<file path="config.mk">
export PLATFORM = sky130hd
export DESIGN_NAME = gate_sweep_controller_flat
export DESIGN_NICKNAME = d
export VERILOG_FILES = /design/src/rtl/gate_sweep_controller_pkg.sv /design/src/rtl/gate_sweep_controller_if.sv /design/src/rtl/gate_sweep_controller.sv /design/src/flat_wrapper.sv
export SDC_FILE = /design/constraint.sdc
export NUM_CORES = 1
export LEC_CHECK = 0
export ABC_AREA = 1
export CORE_MARGIN = 3
export CORE_UTILIZATION = 56
export CTS_CLUSTER_SIZE = 12
export DETAILED_ROUTE_END_ITERATION = 10
export PLACE_DENSITY = 0.82
export RECOVER_POWER = 100
export SYNTH_ARGS = -nofsm -noshare
export SYNTH_HDL_FRONTEND = slang
export SYNTH_SLANG_ARGS = --single-unit
</file>
<file path="constraint.sdc">
create_clock -name clk -period 4.7 [get_ports clk]
set_input_delay 1.41 -clock clk [delete_from_list [all_inputs] [get_ports clk]]
set_output_delay 1.41 -clock clk [all_outputs]
set_load 0.03 [all_outputs]
</file>
<file path="src/rtl/gate_sweep_controller_pkg.sv">
// rtl/gate_sweep_controller_pkg.sv - shared state encoding, truth tables and widths for the gate sweep controller
package gate_sweep_controller_pkg;

  typedef logic [2:0] state_t;

  localparam state_t IDLE   = 3'd0;
  localparam state_t DRIVE  = 3'd1;
  localparam state_t SETTLE = 3'd2;
  localparam state_t SAMPLE = 3'd3;
  localparam state_t DONE   = 3'd4;

  // bit i = expected y for {a,b} = i
  localparam logic [3:0] TT_OR   = 4'b1110;
  localparam logic [3:0] TT_AND  = 4'b1000;
  localparam logic [3:0] TT_XOR  = 4'b0110;
  localparam logic [3:0] TT_NAND = 4'b0111;

  localparam int SETTLE_W   = 4;
  localparam int ERR_W      = 3;
  localparam int NUM_COMBOS = 4;

  function automatic logic expected_y(input logic [NUM_COMBOS-1:0] tt, input logic [1:0] idx);
    return tt[idx];
  endfunction

endpackage

</file>
<file path="src/rtl/gate_sweep_controller_if.sv">
// rtl/gate_sweep_controller_if.sv - run control, gate pins and result signals of the gate sweep controller
//   start     : run request (in to controller)
//   gate_a/b  : gate inputs driven by the controller
//   gate_y    : gate output under check (in to controller)
//   busy/done : sweep in progress / one-cycle completion pulse
//   pass, err_count, fail_vec : results of the last completed sweep
interface gate_sweep_controller_if;
  import gate_sweep_controller_pkg::*;

  logic                  start;
  logic                  gate_a;
  logic                  gate_b;
  logic                  gate_y;
  logic                  busy;
  logic                  done;
  logic                  pass;
  logic [ERR_W-1:0]      err_count;
  logic [NUM_COMBOS-1:0] fail_vec;

  modport master (
    input  start, gate_y,
    output gate_a, gate_b, busy, done, pass, err_count, fail_vec
  );

  modport slave (
    output start, gate_y,
    input  gate_a, gate_b, busy, done, pass, err_count, fail_vec
  );

endinterface

</file>
<file path="src/rtl/gate_sweep_controller.sv">
// rtl/gate_sweep_controller.sv - steps a 2-input gate through all input combinations and checks its output
//   clk   : system clock, rising edge
//   rst_n : asynchronous active-low reset
//   bus   : master side of gate_sweep_controller_if (start in, gate pins, status and results out)
module gate_sweep_controller
  import gate_sweep_controller_pkg::*;
#(
  parameter logic [3:0] TRUTH_TABLE   = TT_OR,
  parameter int         SETTLE_CYCLES = 2
) (
  input  logic                    clk,
  input  logic                    rst_n,
  gate_sweep_controller_if.master bus
);

  // The counter counts down to zero inclusive, so it is loaded with one less
  // than the number of settle cycles.
  localparam logic [SETTLE_W-1:0] SETTLE_LOAD =
    SETTLE_W'((SETTLE_CYCLES > 0) ? SETTLE_CYCLES - 1 : 0);

  state_t                state;
  state_t                state_nxt;
  logic [1:0]            idx;
  logic [1:0]            gate_ab;
  logic [SETTLE_W-1:0]   settle_cnt;
  logic [ERR_W-1:0]      err_count;
  logic [ERR_W-1:0]      err_nxt;
  logic [NUM_COMBOS-1:0] fail_vec;
  logic                  pass;
  logic                  mismatch;
  logic                  busy_c;
  logic                  done_c;

  assign mismatch = (bus.gate_y != expected_y(TRUTH_TABLE, idx));
  assign err_nxt  = err_count + {{(ERR_W-1){1'b0}}, mismatch};

  // state register
  always_ff @(posedge clk or negedge rst_n) begin
    if (!rst_n) begin
      state <= IDLE;
    end else begin
      state <= state_nxt;
    end
  end

  // next state
  always_comb begin
    state_nxt = state;
    case (state)
      IDLE:    if (bus.start) state_nxt = DRIVE;
      DRIVE:   state_nxt = (SETTLE_CYCLES > 0) ? SETTLE : SAMPLE;
      SETTLE:  if (settle_cnt == '0) state_nxt = SAMPLE;
      SAMPLE:  state_nxt = (idx == 2'd3) ? DONE : DRIVE;
      DONE:    state_nxt = IDLE;
      default: state_nxt = IDLE;
    endcase
  end

  // outputs decoded from state
  always_comb begin
    busy_c = 1'b0;
    done_c = 1'b0;
    case (state)
      DRIVE, SETTLE, SAMPLE: busy_c = 1'b1;
      DONE:                  done_c = 1'b1;
      default:               ;
    endcase
  end

  // sweep datapath: combination index, gate pins, settle counter and results
  always_ff @(posedge clk or negedge rst_n) begin
    if (!rst_n) begin
      idx        <= 2'd0;
      gate_ab    <= 2'b00;
      settle_cnt <= '0;
      err_count  <= '0;
      fail_vec   <= '0;
      pass       <= 1'b0;
    end else begin
      case (state)
        IDLE: begin
          if (bus.start) begin
            idx       <= 2'd0;
            gate_ab   <= 2'b00;
            err_count <= '0;
            fail_vec  <= '0;
            pass      <= 1'b0;
          end
        end
        DRIVE: begin
          if (SETTLE_CYCLES > 0) settle_cnt <= SETTLE_LOAD;
        end
        SETTLE: begin
          if (settle_cnt != '0) settle_cnt <= settle_cnt - 1'b1;
        end
        SAMPLE: begin
          err_count <= err_nxt;
          if (mismatch) fail_vec[idx] <= 1'b1;
          if (idx == 2'd3) begin
            // pass is settled on the edge entering DONE so it is valid with the done pulse
            pass <= (err_nxt == '0);
          end else begin
            idx     <= idx + 2'd1;
            gate_ab <= idx + 2'd1;
          end
        end
        DONE: begin
          gate_ab <= 2'b00;
        end
        default: ;
      endcase
    end
  end

  assign bus.gate_a    = gate_ab[1];
  assign bus.gate_b    = gate_ab[0];
  assign bus.busy      = busy_c;
  assign bus.done      = done_c;
  assign bus.pass      = pass;
  assign bus.err_count = err_count;
  assign bus.fail_vec  = fail_vec;

endmodule

</file>
<file path="src/flat_wrapper.sv">
// flat-port wrapper written by rule: the top's interface ports become plain ports
module gate_sweep_controller_flat import gate_sweep_controller_pkg::*;
#(
  parameter logic [3:0] TRUTH_TABLE   = TT_OR,
  parameter int         SETTLE_CYCLES = 2
)
  (clk, rst_n, bus_start, bus_gate_y, bus_gate_a, bus_gate_b, bus_busy, bus_done, bus_pass, bus_err_count, bus_fail_vec);
  gate_sweep_controller_if bus_i ();
  input  logic clk;
  input  logic rst_n;
  input wire logic [$bits(bus_i.start)-1:0] bus_start;
  input wire logic [$bits(bus_i.gate_y)-1:0] bus_gate_y;
  output wire logic [$bits(bus_i.gate_a)-1:0] bus_gate_a;
  output wire logic [$bits(bus_i.gate_b)-1:0] bus_gate_b;
  output wire logic [$bits(bus_i.busy)-1:0] bus_busy;
  output wire logic [$bits(bus_i.done)-1:0] bus_done;
  output wire logic [$bits(bus_i.pass)-1:0] bus_pass;
  output wire logic [$bits(bus_i.err_count)-1:0] bus_err_count;
  output wire logic [$bits(bus_i.fail_vec)-1:0] bus_fail_vec;
  assign bus_i.start = bus_start;
  assign bus_i.gate_y = bus_gate_y;
  assign bus_gate_a = bus_i.gate_a;
  assign bus_gate_b = bus_i.gate_b;
  assign bus_busy = bus_i.busy;
  assign bus_done = bus_i.done;
  assign bus_pass = bus_i.pass;
  assign bus_err_count = bus_i.err_count;
  assign bus_fail_vec = bus_i.fail_vec;
  gate_sweep_controller #(.TRUTH_TABLE(TRUTH_TABLE), .SETTLE_CYCLES(SETTLE_CYCLES)) u_core (.clk(clk), .rst_n(rst_n), .bus(bus_i));
endmodule
</file>
-- Yosys cells after proc, flatten, opt, wreduce, memory -nomap -nowiden
Index checks and enable logic that the tools add are counted.
- mux-type cells: 24
- add/sub/neg operators: 3
- equal/unequal tests: 12
- reductions and logical operators: 16
- $lt $le $gt $ge: 2
- bitwise logic cells: 1
- operator list (cell ; count):
    $pmux W4 S2 ; 2
    $mux W3 ; 4
    $mux W4 ; 3
    $pmux W3 S4 ; 1
    $reduce_and A3 Y1 ; 4
    $ne A2 B1 Y1 const B ; 4
    $eq A3 B2 Y1 const B ; 2
    $logic_not A3 Y1 ; 2
    $mux W1 ; 6
    $pmux W2 S3 ; 1
    $pmux W3 S2 ; 1
    $reduce_and A2 Y1 ; 3
    $logic_not A4 Y1 ; 1
    $mux W2 ; 2
    $ne A2 B2 Y1 const B ; 2
    $or A4 B4 Y4 ; 1
    $pmux W2 S2 ; 1
    $reduce_bool A2 Y1 ; 2
    $reduce_bool A4 Y1 ; 1
    $sub A4 B1 Y4 const B ; 1
    $add A3 B1 Y3 ; 1
    $eq A3 B1 Y1 const B ; 1
    $eq A3 B3 Y1 const B ; 1
    $lt A2 B3 Y1 const B ; 1
    10 further kinds ; 10
- bits in registers: 19
- word-level logic and storage cells: 65
- input bits: 4
- output and inout port bits: 12

-- Longest topological paths before layout
- depth after elaboration: 7
- depth in mapped cells: 10
- gate-level depth less buffers: 10

-- Worst setup path before layout
OpenSTA, ideal clock, no wires.
- kind: register -> output
- start point: register u_core.state[0]
- end point: output port bus_done
- path buffers: 0
- arrival time: 1.092 ns
- cell stages (with the launch flop): 4
- path slack: 2.198 ns
- cells stage by stage: dfrtp_1 -> nor2_2 -> inv_1 -> nor2_1
- word-level cells in the longest chain between the ends: 2
- ends and longest elaborated chain (element ; RTL line ; text):
    start: declaration ; gate_sweep_controller.sv:21 ; state_t state;
    start signal: assignment ; gate_sweep_controller.sv:42 ; state <= state_nxt;
    $eq A3 B3 Y1 ; gate_sweep_controller.sv:63 ; case (state)
    $mux W1 ; gate_sweep_controller.sv:63 ;
    end: declaration ; flat_wrapper.sv:16 ; output wire logic [$bits(bus_i.done)-1:0] bus_done;
No other way between the ends.

-- Worst setup path after layout
- start point: register u_core.state[1]
- end point: output port bus_done
Same word-level chain as after synthesis.

==> key figures <==
Run status
  • Outcome: finished clean

Routing
  • Via density: 5.04
  • DR vias: 902
  • ANT nets after route: 0
  • DR WL/cell: 11.5 um
  • DRT Wirelength: 2050 um
  • DRC viols: 0
  • Starting DRT DRC Count: 29
  • First drt pass iteration count: 4

Synth
  • #FFs+latches synth: 19
  • Synth Area in Simple Gates: 0.346
  • Seq/Total Area, Yosys: 0.438
  • Mux cell area share after synthesis: 0
  • Yosys top cell by area: dfrtp_1
  • Post-synthesis adder-cell area fraction: 0.0922
  • Yosys warnings: 0
  • Main combinational cell family by area after synthesis: simple AND/OR/NAND/NOR gates
  • Syn Area/Cell: 7.99 um2
  • Yosys cell types: 21
  • Post-synthesis compound-gate area fraction: 0.0392
  • XOR/XNOR share of the synthesized area: 0.0161
  • Mapped Cells: 136
  • Largest cells by area after synthesis: dfrtp_1, nand2_1, ha_1
  • Area share of the largest cell type after synthesis: 0.438
  • Post-Syn Area: 0.00109 mm2
  • Syn Nets: 148

GRT
  • Congestion Overflow GR: 0
  • Global-route total usage across every layer: 0.189
  • First-pass GRT wire length: 3680 um
  • Vias in the first global route: 901
  • Largest net degree at the start of global routing: 20
  • Initial antenna violation count: 0

Clock tree
  • Post-CTS Setup Inserts: 0
  • # resized after CTS: 0
  • CTS tree: built
  • H-tree depth: 1
  • Clock sink count: 19
  • Clock root buffer: clkbuf_4
  • Deepest clock path buffer count: 2
  • TritonCTS buffer count: 3
  • Worst-skew pair later-pin latency: 0.30 ns
  • Hold-fix buffers, CTS: 0
  • Worst-path clk slew: 0.11 ns

Layout
  • Multi-input combinational cell area: 507 um2
  • Register area: 475 um2
  • Final Util: 0.704
  • Most frequent cells in the layout: nand2_1, nor2_1, dfrtp_1, inv_1, dlygate4sd3_1
  • Share of cells above drive strength 1: 0.0714
  • FILL cells: 153
  • Most common cell after layout, fill and taps aside: nand2_1
  • Area growth syn-to-layout: 15.6%
  • Post-layout net count: 167
  • ANT cells: 0

Critical path
  • Worst Path Max Fanout: 4
  • Slowest-stage cell, CP: dlygate4sd3_1
  • Worst EP arrival: 1.87 ns
  • Critical path class: reg -> out
  • CP Launch Point: u_core.state[1]
  • Crit. End Element: primary output
  • CP Data Required Time: 3.29 ns
  • Max stage delay on crit path: 0.74 ns
  • Critical-path cell list: nor2_2 -> inv_1 -> nor2_1 -> dlygate4sd3_1
  • Setup crit start kind: flip-flop
  • Crit path max-delay family: buffers and inverters
  • Reg-to-Reg Start: u_core.idx[0]
  • CP Buf/Inv Count: 2

Placed design
  • Post-place setup slack: 1.68 ns
  • Placer Congestion: 0.779
  • Hpwl dp: 1640 um
  • Port-buffer cells: 15

Power and ir drop
  • Leak Pwr: 0.693 nW
  • Pwr per Cell Area: 655 mW/mm2
  • Tot Pwr: 822 uW
  • Worst vdd ir: 355 uV

Timing
  • Fin Clk Skew: 0.00930 ns
  • Setup tns final: 0 ns
  • Hold WS: 0.485 ns
  • # setup viols final: 0
  • Actual slew at the worst max-slew pin: 0.845 ns
  • Final WS setup: 1.42 ns
  • Fin. Hold Viols: 0
  • Final slew viol count: 0
  • Min Tclk post-route: 3.28 ns
  • Achievable frequency: 305 MHz
  • RSZ-0062 raised after global routing: no
  • Final period util: 0.698
  • Max-slew headroom: 0.434

Run
  • Max_cap viols: 0

Hold path
  • Worst Hold Class: reg -> reg
  • Hold Startpoint: u_core.bus.fail_vec[3]

Die
  • Initial Utilization: 0.609
  • # IOs: 16
  • Rows: 15
  • Die area: 0.00250 mm2
  • Chip Width: 50.0 um
  • Core Region: 0.00178 mm2
  • Die Y: 50.0 um
==> layout make-up <==
| cell class | count | share of cell area |
|---|---|---|
| sequential | 19 | 0.379 |
| timing repair buffer | 15 | 0.120 |
| clock inverter | 1 | 0.00399 |
| clock buffer | 3 | 0.0179 |
| tap | 25 | 0.0249 |
| multi-input combinational | 99 | 0.404 |
| inverter | 17 | 0.0508 |
==> path summary, 6_finish.rpt <==
check	cells after the start	endpoint	slack (ns)
worst max-delay path	4	bus_done	1.42
worst min-delay path	2	u_core.bus.fail_vec[3]	0.49
worst max register to register	10	u_core.bus.pass	2.81
worst min register to register	2	u_core.bus.fail_vec[3]	0.49
max in group asynchronous	1	u_core.bus.fail_vec[2]	2.53
min in group asynchronous	1	u_core.bus.err_count[2]	1.65
==> synth_stat cells, drive strengths merged <==
cell	number
nand4	1
xnor2	2
inv	17
a21oi	1
nand3b	1
nor3	1
nand2	45
nand3	12
o21ai	6
nor2	22
dfrtp	19
buf	1
ha	8
==> registers in the layout (all words and copies together) (netlist names) <==
signal / count
u_core.bus.fail_vec: 4
u_core.bus.pass: 1
u_core.settle_cnt: 4
u_core.idx: 2
u_core.state: 3
u_core.bus.err_count: 3
u_core.gate_ab: 2
==> worst register-to-register path: stages, from the launching register on <==
cell and delay [ns]:
dfrtp_1 0.41, inv_1 0.11, ha_1 0.22, xnor2_1 0.29
ha_1 0.22, ha_1 0.16, xnor2_1 0.14, nand2_1 0.07
nor2_1 0.09, nand2_1 0.06, nand2_1 0.06
==> cell families after synthesis <==
family	count (synthesis)
AO/OA/AOI/OAI	7
XOR/XNOR	2
adder cells (fa/ha/maj)	8
buffers and inverters	18
flip-flops	19
AND/OR/NAND/NOR	82
==> power by group <==
part | internal (mW) | switching [mW] | leakage (nW)
registers | 0.223 | 0.0533 | 0.251
clock network | 0.0317 | 0.0507 | 0.0177
logic | 0.159 | 0.305 | 0.424
total | 0.413 | 0.409 | 0.693
==> routing by layer <==
| layer | vias to the layer above | global-route usage | wire length [um] |
|---|---|---|---|
| li1 | 458 | - | - |
| met1 | 422 | 0.227 | 955 |
| met2 | 18 | 0.320 | 979 |
| met3 | 4 | 0.0483 | 89 |
| met4 | 0 | 0.0737 | 27 |
| met5 | - | 0 | 0 |
==> per-stage QoR <==
step | cell area, um2 | std cells
finish | 1250 | 179
global route | 1250 | 179
CTS | 1280 | 179
detailed placement | 1260 | 175
global placement | 1260 | 175
floorplan | 1090 | 136
Power figures use the tool's default switching activity.
